`src/rtl/frame_buffer_sched_pkg.sv`:
```
// Shared definitions for the camera/VGA double-buffer scheduler:
// state encodings, SDRAM address width and default geometry.
package frame_buffer_sched_pkg;

  localparam int unsigned ADDR_W = 24;
  localparam int unsigned PIX_W  = 19;
  localparam int unsigned CNT_W  = 8;

  localparam int unsigned        FRAME_WORDS_DEF = 307200;
  localparam logic [ADDR_W-1:0] BUF_STRIDE_DEF  = 24'h080000;

  localparam logic [2:0] ST_IDLE    = 3'd0;
  localparam logic [2:0] ST_SETTLE  = 3'd1;
  localparam logic [2:0] ST_ARM     = 3'd2;
  localparam logic [2:0] ST_CAPTURE = 3'd3;
  localparam logic [2:0] ST_COMMIT  = 3'd4;

endpackage

```
`src/rtl/frame_buffer_sched_sat_counter.sv`:
```
// 8-bit event counter that sticks at all-ones instead of wrapping.
module sat_counter
  import frame_buffer_sched_pkg::*;
(
  input  logic             clk,
  input  logic             rst_n,
  input  logic             i_inc,
  output logic [CNT_W-1:0] o_cnt
);

  logic [CNT_W-1:0] r_cnt;

  always_ff @(posedge clk or negedge rst_n) begin
    if (!rst_n)
      r_cnt <= '0;
    else if (i_inc && (r_cnt != {CNT_W{1'b1}}))
      r_cnt <= r_cnt + 1'b1;
  end

  assign o_cnt = r_cnt;

endmodule

```
`src/rtl/frame_buffer_sched.sv`:
```
// Ping-pong frame buffer scheduler: steers camera writes into one SDRAM buffer
// while the display reads the other, swapping on display start-of-frame.
module frame_buffer_sched
  import frame_buffer_sched_pkg::*;
#(
  parameter int unsigned        FRAME_WORDS   = FRAME_WORDS_DEF,
  parameter logic [ADDR_W-1:0] BUF_STRIDE    = BUF_STRIDE_DEF,
  parameter int unsigned        SETTLE_FRAMES = 2
) (
  input  logic              clk,
  input  logic              rst_n,
  input  logic              enable,
  input  logic              cam_ready,
  input  logic              cam_sof,
  input  logic              cam_eof,
  input  logic              pix_valid,
  input  logic              vga_sof,
  output logic              wr_enable,
  output logic [ADDR_W-1:0] wr_base,
  output logic              wr_load,
  output logic [ADDR_W-1:0] rd_base,
  output logic              rd_load,
  output logic [CNT_W-1:0]  drop_cnt,
  output logic [CNT_W-1:0]  err_cnt,
  output logic [2:0]        state
);

  logic [2:0]        r_state;
  logic [2:0]        w_state_nxt;
  logic [7:0]        r_settle_cnt;
  logic [PIX_W-1:0]  r_pix_cnt;
  logic              r_rd_buf;
  logic              r_pending;
  logic              r_wr_load;
  logic              r_rd_load;
  logic [ADDR_W-1:0] r_wr_base;
  logic [ADDR_W-1:0] r_rd_base;

  logic w_start;
  logic w_frame_full;
  logic w_commit_ok;
  logic w_commit_bad;
  logic w_pend_mid;
  logic w_swap;
  logic w_rd_buf_nxt;
  logic w_err_inc;
  logic w_drop_inc;

  // Commit is resolved before the swap, and the swap before the writer picks
  // its buffer, so the writer always lands opposite the buffer being displayed.
  always_comb begin
    w_frame_full = (32'(r_pix_cnt) == FRAME_WORDS);
    w_start      = enable && cam_sof && ((r_state == ST_ARM) || (r_state == ST_CAPTURE));
    w_commit_ok  = enable && (r_state == ST_COMMIT) && w_frame_full;
    w_commit_bad = enable && (r_state == ST_COMMIT) && !w_frame_full;
    w_pend_mid   = r_pending || w_commit_ok;
    w_swap       = vga_sof && w_pend_mid;
    w_rd_buf_nxt = r_rd_buf ^ w_swap;
    w_err_inc    = w_commit_bad || (enable && (r_state == ST_CAPTURE) && cam_sof);
    w_drop_inc   = w_start && w_pend_mid && !w_swap;
  end

  always_comb begin
    w_state_nxt = r_state;
    if (!enable) begin
      w_state_nxt = ST_IDLE;
    end else begin
      case (r_state)
        ST_IDLE:
          if (cam_ready)
            w_state_nxt = (SETTLE_FRAMES == 0) ? ST_ARM : ST_SETTLE;
        ST_SETTLE:
          if (cam_eof && (32'(r_settle_cnt) == SETTLE_FRAMES - 1))
            w_state_nxt = ST_ARM;
        ST_ARM:
          if (cam_sof)
            w_state_nxt = ST_CAPTURE;
        ST_CAPTURE:
          if (cam_sof)
            w_state_nxt = ST_CAPTURE;
          else if (cam_eof)
            w_state_nxt = ST_COMMIT;
        ST_COMMIT:
          w_state_nxt = ST_ARM;
        default:
          w_state_nxt = ST_IDLE;
      endcase
    end
  end

  always_ff @(posedge clk or negedge rst_n) begin
    if (!rst_n) begin
      r_state      <= ST_IDLE;
      r_settle_cnt <= '0;
      r_pix_cnt    <= '0;
      r_rd_buf     <= 1'b0;
      r_pending    <= 1'b0;
      r_wr_load    <= 1'b0;
      r_rd_load    <= 1'b0;
      r_wr_base    <= '0;
      r_rd_base    <= '0;
    end else begin
      r_state   <= w_state_nxt;
      r_wr_load <= w_start;
      r_rd_load <= w_swap;
      r_rd_buf  <= w_rd_buf_nxt;

      if (r_state != ST_SETTLE)
        r_settle_cnt <= '0;
      else if (cam_eof)
        r_settle_cnt <= r_settle_cnt + 1'b1;

      if (w_start)
        r_pix_cnt <= '0;
      else if ((r_state == ST_CAPTURE) && pix_valid && (r_pix_cnt != {PIX_W{1'b1}}))
        r_pix_cnt <= r_pix_cnt + 1'b1;

      if (w_swap || w_start)
        r_pending <= 1'b0;
      else
        r_pending <= w_pend_mid;

      if (w_start)
        r_wr_base <= w_rd_buf_nxt ? '0 : BUF_STRIDE;
      if (w_swap)
        r_rd_base <= w_rd_buf_nxt ? BUF_STRIDE : '0;
    end
  end

  sat_counter u_drop_cnt (
    .clk   (clk),
    .rst_n (rst_n),
    .i_inc (w_drop_inc),
    .o_cnt (drop_cnt)
  );

  sat_counter u_err_cnt (
    .clk   (clk),
    .rst_n (rst_n),
    .i_inc (w_err_inc),
    .o_cnt (err_cnt)
  );

  // Decoded from state so an asynchronous reset drops it immediately.
  assign wr_enable = (r_state == ST_CAPTURE);
  assign wr_base   = r_wr_base;
  assign wr_load   = r_wr_load;
  assign rd_base   = r_rd_base;
  assign rd_load   = r_rd_load;
  assign state     = r_state;

endmodule

```
`config.mk`:
```
export PLATFORM = sky130hd
export DESIGN_NAME = frame_buffer_sched
export DESIGN_NICKNAME = d
export VERILOG_FILES = /design/src/rtl/frame_buffer_sched_pkg.sv /design/src/rtl/frame_buffer_sched_sat_counter.sv /design/src/rtl/frame_buffer_sched.sv
export SDC_FILE = /design/constraint.sdc
export NUM_CORES = 1
export LEC_CHECK = 0
export ABC_CLOCK_PERIOD_IN_PS = 5400
export BUFFER_PORTS_ARGS = -buffer_cell sky130_fd_sc_hd__buf_2
export CAP_MARGIN = 20
export CORE_MARGIN = 3
export CORE_UTILIZATION = 58
export CTS_CLUSTER_DIAMETER = 200
export CTS_CLUSTER_SIZE = 8
export DETAILED_ROUTE_END_ITERATION = 10
export GPL_TIMING_DRIVEN = 0
export PLACE_DENSITY = 0.93
export SYNTH_ARGS = -nofsm -noshare
export SYNTH_HDL_FRONTEND = slang
export SYNTH_HIERARCHICAL = 1
export SYNTH_SLANG_ARGS = --single-unit
export TNS_END_PERCENT = 5
```
`constraint.sdc`:
```
create_clock -name clk -period 5.4 [get_ports clk]
set_input_delay 0.27 -clock clk [delete_from_list [all_inputs] [get_ports clk]]
set_output_delay 0.27 -clock clk [all_outputs]
set_load 0.005 [all_outputs]
```
## Word-level counts from Yosys, hierarchy flattened

Cells that the tools add are included.

| word-level totals | value |
|---|---|
| register bits after elaboration | 98 |
| input bits | 8 |
| output and inout port bits | 70 |
| logic and storage cells | 69 |

| operators by class | value |
|---|---|
| $add $sub $neg | 4 |
| equal/unequal tests | 14 |
| mux-type cells | 14 |
| bitwise operators | 1 |
| reductions and logical operators | 25 |

Operator list:

| kind | number |
|---|---|
| 20-bit two-way mux | 2 |
| 19-bit two-way mux | 2 |
| 8-bit by 1-bit adder with 8-bit output, second input constant | 3 |
| 19-bit by 1-bit adder with 19-bit output, second input constant | 1 |
| 19-bit == test, second input constant | 1 |
| 19-bit != test, second input constant | 1 |
| 3-bit two-way mux | 6 |
| 8-bit two-way mux | 2 |
| 8-bit != test, second input constant | 2 |
| 1-bit logical AND | 15 |
| 3-bit one-hot mux with 5 select lines | 1 |
| 3-bit != test, second input constant | 3 |
| 8-bit by 1-bit == test with 1-bit output, second input constant | 1 |
| 3-bit by 2-bit == test with 1-bit output, second input constant | 2 |
| 1-bit logical OR | 4 |
| 4-bit != test, second input constant | 1 |
| 4-bit AND reduction | 1 |
| 2-bit nonzero test | 2 |
| 3-bit by 1-bit == test with 1-bit output, second input constant | 1 |
| 3-bit == test, second input constant | 1 |
| 3-bit zero test | 1 |
| 3-bit by 1-bit != test with 1-bit output, second input constant | 1 |
| 1-bit zero test | 2 |
| 1-bit two-way mux | 1 |
| 1-bit bitwise XOR | 1 |

## Logic depth before layout (Yosys ltp)

Gate-level depths: netlist of run 1.

| logic depth | value |
|---|---|
| depth in word-level cells | 8 |
| depth in mapped cells | 9 |
| depth with buffers taken out | 9 |

## By module

The synthesis of run 1 kept the hierarchy.

By module, submodules not included:

| module | instances | cells each | area each (um^2) | sequential area each (um^2) |
|---|---|---|---|---|
| frame_buffer_sched | 1 | 261 | 2437.3 | 900.9 |
| sat_counter | 2 | 34 | 407.9 | 200.2 |

## Least setup slack after synthesis of run 1

Ideal clock, no wire load.

| timing path | value |
|---|---|
| path type | register to register |
| start point | register r_pix_cnt[0] |
| end point | register u_drop_cnt.r_cnt[5], in the netlist u_drop_cnt/o_cnt[5] |
| library setup time | 125 ps |
| data arrival time | 2290 ps |
| required time | 5275 ps |
| slack | 2984 ps |
| stages on the path, launching flop included | 10 |
| path buffers | 0 |
| clock period less this slack | 2416 ps |
| path through | dfrtp_1 -> inv_1 -> ha_1 -> nor4b_1 -> nand3_1 -> o31a_1 -> nor3_1 -> and4_4 -> nand3_2 -> mux2_4 |

| between the ends | value |
|---|---|
| word-level cells in the longest chain between the ends | 7 |
| elaborated cells on any way between the ends | 8 |
| classes of those cells | 1 x eq/ne; 7 x reduce/logical |

RTL lines:

| item | RTL line | RTL |
|---|---|---|
| from (decl) | frame_buffer_sched.sv:31 | `logic [PIX_W-1:0] r_pix_cnt;` |
| from (signal assigned) | frame_buffer_sched.sv:116 | `r_pix_cnt <= r_pix_cnt + 1'b1;` |
| 19-bit == test * | frame_buffer_sched.sv:52 | `w_frame_full = (32'(r_pix_cnt) == FRAME_WORDS);` |
| 1-bit logical AND * | frame_buffer_sched.sv:54 | `w_commit_ok = enable && (r_state == ST_COMMIT) && w_frame_full;` |
| 1-bit logical OR * | frame_buffer_sched.sv:56 | `w_pend_mid = r_pending \|\| w_commit_ok;` |
| 1-bit logical AND | frame_buffer_sched.sv:57 | `w_swap = vga_sof && w_pend_mid;` |
| 1-bit zero test | frame_buffer_sched.sv:60 | `w_drop_inc = w_start && w_pend_mid && !w_swap;` |
| 1-bit logical AND * | frame_buffer_sched.sv:60 |  |
| via w_drop_inc | frame_buffer_sched.sv:47 | `logic w_drop_inc;` |
| 1-bit logical AND * | frame_buffer_sched_sat_counter.sv:16 | `else if (i_inc && (r_cnt != {CNT_W{1'b1}}))` |
| to (signal assigned) | frame_buffer_sched_sat_counter.sv:17 | `r_cnt <= r_cnt + 1'b1;` |
| to (decl) | frame_buffer_sched_sat_counter.sv:11 | `logic [CNT_W-1:0] r_cnt;` |

The timed path passes the listed nets; every way through them passes the cells marked *.
A chain may end at the register's enable or synchronous reset.

## Worst setup path in the final report of run 1

Same ends and word-level chain as after synthesis.

==> results of run 1 <==
-- final timing paths --
path,endpoint,slack [ns],depth (start not counted)
max,u_drop_cnt/o_cnt[5],2.62,9
min,state[2],0.16,2
max reg2reg,u_drop_cnt/o_cnt[5],2.62,9
min reg2reg,wr_base[19],0.51,2
max in group asynchronous,r_rd_buf,4.51,3
min in group asynchronous,r_pix_cnt[13],0.37,2
-- area by class of cell --
cell class,instances,area (sq um)
multi-input cells,257,1672
fillers,392,1459
flip-flops and latches,52,1301
plain buffers,56,415.4
repair buffers,32,180.2
well taps,70,87.58
clock buffers,6,82.58
clock inverters,2,38.79
inverters,9,33.78
-- cell usage after synthesis (all sizes together), types with 3 or more instances --
master / instances / area (sq um)
dfrtp: 52 / 1301
a21oi: 21 / 105.1
nor2: 11 / 41.29
nor4b: 3 / 26.28
xnor2: 3 / 26.28
or4: 8 / 60.06
mux2: 5 / 63.81
xor2: 7 / 61.31
and4: 7 / 73.82
nand2: 26 / 105.1
inv: 8 / 30.03
a31oi: 7 / 43.79
a311oi: 3 / 38.79
and3: 6 / 52.55
ha: 6 / 75.07
nand4: 12 / 105.1
nor3: 5 / 25.02
mux2i: 6 / 60.06
a41oi: 4 / 35.03
nand3: 15 / 85.08
o21a: 3 / 22.52
or3: 4 / 25.02
nand3b: 3 / 22.52
nand2b: 5 / 31.28
o21ai: 10 / 57.56
buf: 54 / 407.9
o31ai: 10 / 80.07
-- what timing repair did --
action | CTS | global route
gates resized for setup | 0 | 0
hold buffers | 1 | 0
endpoints found under the hold margin | 12 | 0
-- power groups by stage --
stage | Sequential (W) | Combinational (W) | Clock (W)
3_5_place_dp | 0.000467 | 0.000222 | 0
2_1_floorplan | 0.000460 | 0.000154 | 0
4_1_cts | 0.000458 | 0.000228 | 0.000291
6_report | 0.000460 | 0.000229 | 0.000286
5_1_grt | 0.000466 | 0.000256 | 0.000305
3_3_place_gp | 0.000461 | 0.000211 | 0
-- through the flow --
step / utilization [%] / total power [W] / instances
after CTS: 72.32 / 0.0009771 / 484
after global placement: 69.44 / 0.0006722 / 474
after global routing: 72.32 / 0.001027 / 484
final: 72.32 / 0.0009741 / 484
after detailed placement: 69.82 / 0.0006886 / 475
after floorplan: - / 0.0006135 / 374
-- worst max-delay path: cells and delay by family, from the launching register on --
| family | cells | cell delay, ns |
|---|---|---|
| buffers and inverters | 1 | 0.09 |
| AO/OA/AOI/OAI | 1 | 0.34 |
| adder cells (fa/ha/maj) | 1 | 0.16 |
| flip-flops | 1 | 0.44 |
| AND/OR/NAND/NOR | 5 | 1.35 |
| multiplexers | 1 | 0.30 |
-- metal layers --
| layer | global-route usage (%) | wire length [um] | vias up | share of wire [%] |
|---|---|---|---|---|
| li1 | - | - | 1298 | - |
| met1 | 28.90 | 2752 | 1293 | 39 |
| met2 | 40.64 | 3777 | 118 | 53 |
| met3 | 3.769 | 472 | 10 | 6.6 |
| met4 | 7.601 | 99 | 0 | 1.4 |
| met5 | 0 | 0 | - | 0 |
-- state kept, by name (all words and copies together), names as in the netlist, 3 cells and up --
| name | flops |
|---|---|
| u_err_cnt/o_cnt | 8 |
| r_settle_cnt | 8 |
| r_pix_cnt | 19 |
| state | 3 |
| u_drop_cnt/o_cnt | 8 |
-- cells by family after synthesis --
kind of cell / after synthesis
other: 1
AOI/OAI and AO/OA: 69
DFF: 52
buffers and inverters: 65
muxes: 11
and+or+nand+nor: 115
xor gates and xnor gates: 10
adders and majority gates: 6
==> metrics.txt, run 1 <==
Worst-Margin Slew 0.5619 ns; TNS Setup 0 ns; drt first-iter violations 304; routability congestion estimate 0.8693; layout cells sized above 1 27.78%; clock-pin slew on the worst setup and hold paths 0.10 ns; Main synth FF type dfrtp_1; clock share of power 29.3%; Routed WL per cell 14.67 um; cell area after layout 3811 sq um; RR Startpoint r_pix_cnt[0]; synth warn 6; Startpoint Class flop; Critical Path RT 5.61 ns; nets@finish 427; commonest non-fill, non-tap cells in the layout dfrtp_1, buf_4, conb_1, buf_2, nand2_1; FFs w/ async S/R, synth 100.0%; worst hold slack 0.1552 ns; Starting Density 61.73%; CP max-delay cell nor3_1; Reg power frac 47.2%; Leak Pwr 1.885 nW; # diodes 0; fmax 359.6 MHz; dpl ws 2.718 ns; post-route ant nets 0; Synth Area in XOR/XNOR 2.692%; Rel. slew slack 62.25%; Core Rows 26; total gr overflow 0; Longest Clk Path Bufs 2; area grow syn2layout 17.15%; mux cell area share after synthesis 3.808%; placed instance area 3680 sq um; Final Hold Violating Endpoints 0; gr usage total 23.13%; setup slack after layout 2.619 ns; main combinational cell family by area after synthesis simple AND/OR/NAND/NOR gates; crit path cell chain inv_1 -> ha_1 -> nor4b_1 -> nand3_1 -> o31a_1 -> nor3_1 -> and4_4 -> nand3_2 -> mux2_4; clock root cell clkbuf_8; CP Capture Type flop; Max rail drop VDD 0.1814 mV; CP Class reg -> reg; status complete, no violations; setup violators final 0; CTS tree built; Mapped Area 3253 sq um; post-synth cell types 59; number of global-route vias before repair 2,504; die footprint 6543 sq um; EDFF count, synth 0; routed via count 2,719; Skew-Pair Late Insertion Delay 0.32 ns; register area share after synthesis 40.00%; H-tree levels 2; core area 5270 sq um; Post-CTS Setup Bufs 0; vias per inst 5.618; crit path from r_pix_cnt[0]; synthesized area per cell 9.888 sq um; Tmin final 2.781 ns; largest net degree at the start of global routing 41; total CTS buffers 5; Synth Area in Compound Gates 14.69%; initial antenna violation count 0; Comb pwr share 23.5%; I/O Pins 78; Max-cap violations 0; commonest non-fill, non-tap cell in the layout dfrtp_1; Clock Skew 0.008433 ns; TritonRoute pass-1 iters 5; slowest stage delay, CP 0.45 ns; Post-Synth Simple-Gate Area 22.58%; pwr/cell area 255.6 nW/um^2; DPL Wire Length 5.134 mm; min-delay src cam_sof; total clock sinks 52; Net Sw Frac 30.48%; switching power total 0.0002969 W; Post-Synth Adder-Cell Area 2.308%; DIE HEIGHT 80.89 um; fin crit share 51.50%; Die X-Extent 80.89 um; register bit total from synthesis 52; crit path DAT 2.99 ns; Port Buffers 30; Pint 0.0006772 W; HP Class in -> reg; first-pass GRT wire length 11.88 mm; RSZ-0062 raised after global routing false; synthesized instance count 329; maximum fanout along the worst path 5; DR DRC count 0; Pins Over Slew Limit 0; final WL 7.102 mm
Power figures use the tool's default switching activity.
==> run 2: changes to the inputs <==
--- a/config.mk
+++ b/config.mk
@@ -5,16 +5,16 @@
 export SDC_FILE = /design/constraint.sdc
 export NUM_CORES = 1
 export LEC_CHECK = 0
-export ABC_CLOCK_PERIOD_IN_PS = 5400
+export ABC_CLOCK_PERIOD_IN_PS = 2300
 export BUFFER_PORTS_ARGS = -buffer_cell sky130_fd_sc_hd__buf_2
 export CAP_MARGIN = 20
 export CORE_MARGIN = 3
-export CORE_UTILIZATION = 58
+export CORE_UTILIZATION = 49
 export CTS_CLUSTER_DIAMETER = 200
 export CTS_CLUSTER_SIZE = 8
 export DETAILED_ROUTE_END_ITERATION = 10
 export GPL_TIMING_DRIVEN = 0
-export PLACE_DENSITY = 0.93
+export PLACE_DENSITY = 0.85
 export SYNTH_ARGS = -nofsm -noshare
 export SYNTH_HDL_FRONTEND = slang
 export SYNTH_HIERARCHICAL = 1
==> constraint.sdc (replaced) <==
create_clock -name clk -period 2.3 [get_ports clk]
set_input_delay 0.115 -clock clk [delete_from_list [all_inputs] [get_ports clk]]
set_output_delay 0.115 -clock clk [all_outputs]
set_load 0.005 [all_outputs]
==> run 2 against run 1 <==
- sequential share of layout area shrank 0.78 points
- critical path type unchanged
- critical path depth shrank 2
- via count shrank 1.2%
==> metrics.txt, run 2 (synthesized netlist as in run 1, its figures left out) <==
commonest non-fill, non-tap cells in the layout buf_4, dfrtp_1, conb_1, buf_2, nand2_1; Max rail drop VDD 0.4768 mV; DPL Wire Length 5.017 mm; pwr/cell area 573.6 nW/um^2; total CTS buffers 5; Worst-Margin Slew 0.7392 ns; commonest non-fill, non-tap cell in the layout buf_4; area grow syn2layout 20.00%; # fillers 541; Routed WL per cell 13.91 um; I/O Pins 78; final WL 6.899 mm; HP Class in -> reg; Tmin final 2.230 ns; Clock Skew 0.01082 ns; CP Class reg -> reg; DR DRC count 0; setup slack after layout 0.06969 ns; Rel. slew slack 50.72%; fmax 448.4 MHz; hold worst-path end r_pending; clock root cell clkbuf_8; gr usage total 18.33%; nets@finish 434; dpl ws -0.2345 ns; Die X-Extent 87.48 um; CTS tree built; Skew-Pair Late Insertion Delay 0.31 ns; DIE HEIGHT 87.48 um; drt first-iter violations 164; reg-to-reg critical path endpoint u_drop_cnt/o_cnt[5]; number of global-route vias before repair 2,499; worst r2r path cells 7; Critical Path RT 2.49 ns; Leak Pwr 1.926 nW; Pins Over Slew Limit 0; maximum fanout along the worst path 5; Max-cap violations 0; status complete, no violations; TritonRoute pass-1 iters 4; RSZ-0062 raised after global routing true; core area 6386 sq um; Core Rows 29; Starting Density 50.94%; vias per inst 5.415; total clock sinks 52; clock-pin slew on the worst setup and hold paths 0.10 ns; crit path DAT 2.42 ns; Final Hold Violating Endpoints 0; fin crit share 96.97%; layout cells sized above 1 30.07%; H-tree levels 2; largest net degree at the start of global routing 31; R2R Setup Slk 0.07 ns; max FFs per register 19; first-pass GRT wire length 11.30 mm; min-delay src vga_sof; Port Buffers 30; initial antenna violation count 0; worst hold stages 2; RR Startpoint r_pix_cnt[14]; die footprint 7653 sq um; Startpoint Class flop; setup violators final 0; routability congestion estimate 0.8354; largest register by flop count r_pix_cnt; routed via count 2,686; worst hold slack 0.09054 ns; CP Capture Type flop; post-route ant nets 0; Longest Clk Path Bufs 2; # diodes 0; total gr overflow 0
==> run 2: through the flow <==
stage | TNS (ns) | utilization, % | std cells | power, W | instance area, sq um
2_1_floorplan | 0 | - | 374 | 0.001441 | 3427
3_3_place_gp | -0.2862 | 57.52 | 481 | 0.001576 | 3674
3_5_place_dp | -0.5314 | 57.95 | 482 | 0.001611 | 3701
4_1_cts | 0 | 60.60 | 493 | 0.002245 | 3870
5_1_grt | -0.05880 | 61.13 | 496 | 0.002379 | 3904
6_report | 0 | 61.13 | 496 | 0.002239 | 3904
==> run 2: worst max-delay path by stage <==
stage	slack, ns	to	cells after the start	startpoint
2_1_floorplan	0.03	u_drop_cnt/o_cnt[5]	9	r_pix_cnt[0]
3_3_place_gp	-0.18	u_drop_cnt/o_cnt[5]	9	r_pix_cnt[0]
3_5_place_dp	-0.23	u_drop_cnt/o_cnt[5]	9	r_pix_cnt[0]
4_1_cts	0.004	u_drop_cnt/o_cnt[5]	7	r_pix_cnt[14]
5_1_grt	-0.04	u_err_cnt/o_cnt[5]	10	r_pix_cnt[0]
6_report	0.07	u_drop_cnt/o_cnt[5]	7	r_pix_cnt[14]
==> run 2: layer usage <==
layer / vias up / GRT usage, % / share of wire, %
met5: - / 0 / 0
met4: 0 / 4.324 / 1.1
met3: 8 / 3.974 / 5.6
met2: 82 / 32.60 / 53
met1: 1293 / 22.52 / 40
li1: 1303 / - / -
==> run 2: area by class of cell <==
type / count / area [sq um] / area share, %
Multi-Input combinational cell: 257 / 1713 / 43.88
Sequential cell: 52 / 1303 / 33.37
Buffer: 56 / 416.7 / 10.67
Timing Repair Buffer: 39 / 242.7 / 6.218
Tap cell: 77 / 96.34 / 2.468
Clock buffer: 5 / 68.82 / 1.763
Inverter: 9 / 33.78 / 0.8654
Clock inverter: 1 / 30.03 / 0.7692
==> run 2: power by group <==
group	internal (W)	switching, W
registers	0.000992	0.0000691
clock network	0.000313	0.000293
logic	0.000271	0.000301
total	0.00158	0.000663
==> run 2: timing repair <==
item / 4_1_cts / 5_1_grt
setup endpoints to repair: 6 / 7
endpoints found under the hold margin: 29 / 1
pin swaps: 3 / 2
buffers inserted: 4 / 2
gates resized for setup: 6 / 2
hold buffers: 1 / 1
==> run 2: critical path: stages, from the launching register on <==
cell	delay (ns)
dfrtp_1	0.43
nor3_1	0.21
nand4_1	0.22
o31a_1	0.39
nor3_4	0.19
and4_4	0.29
nand3_2	0.08
mux2_4	0.30
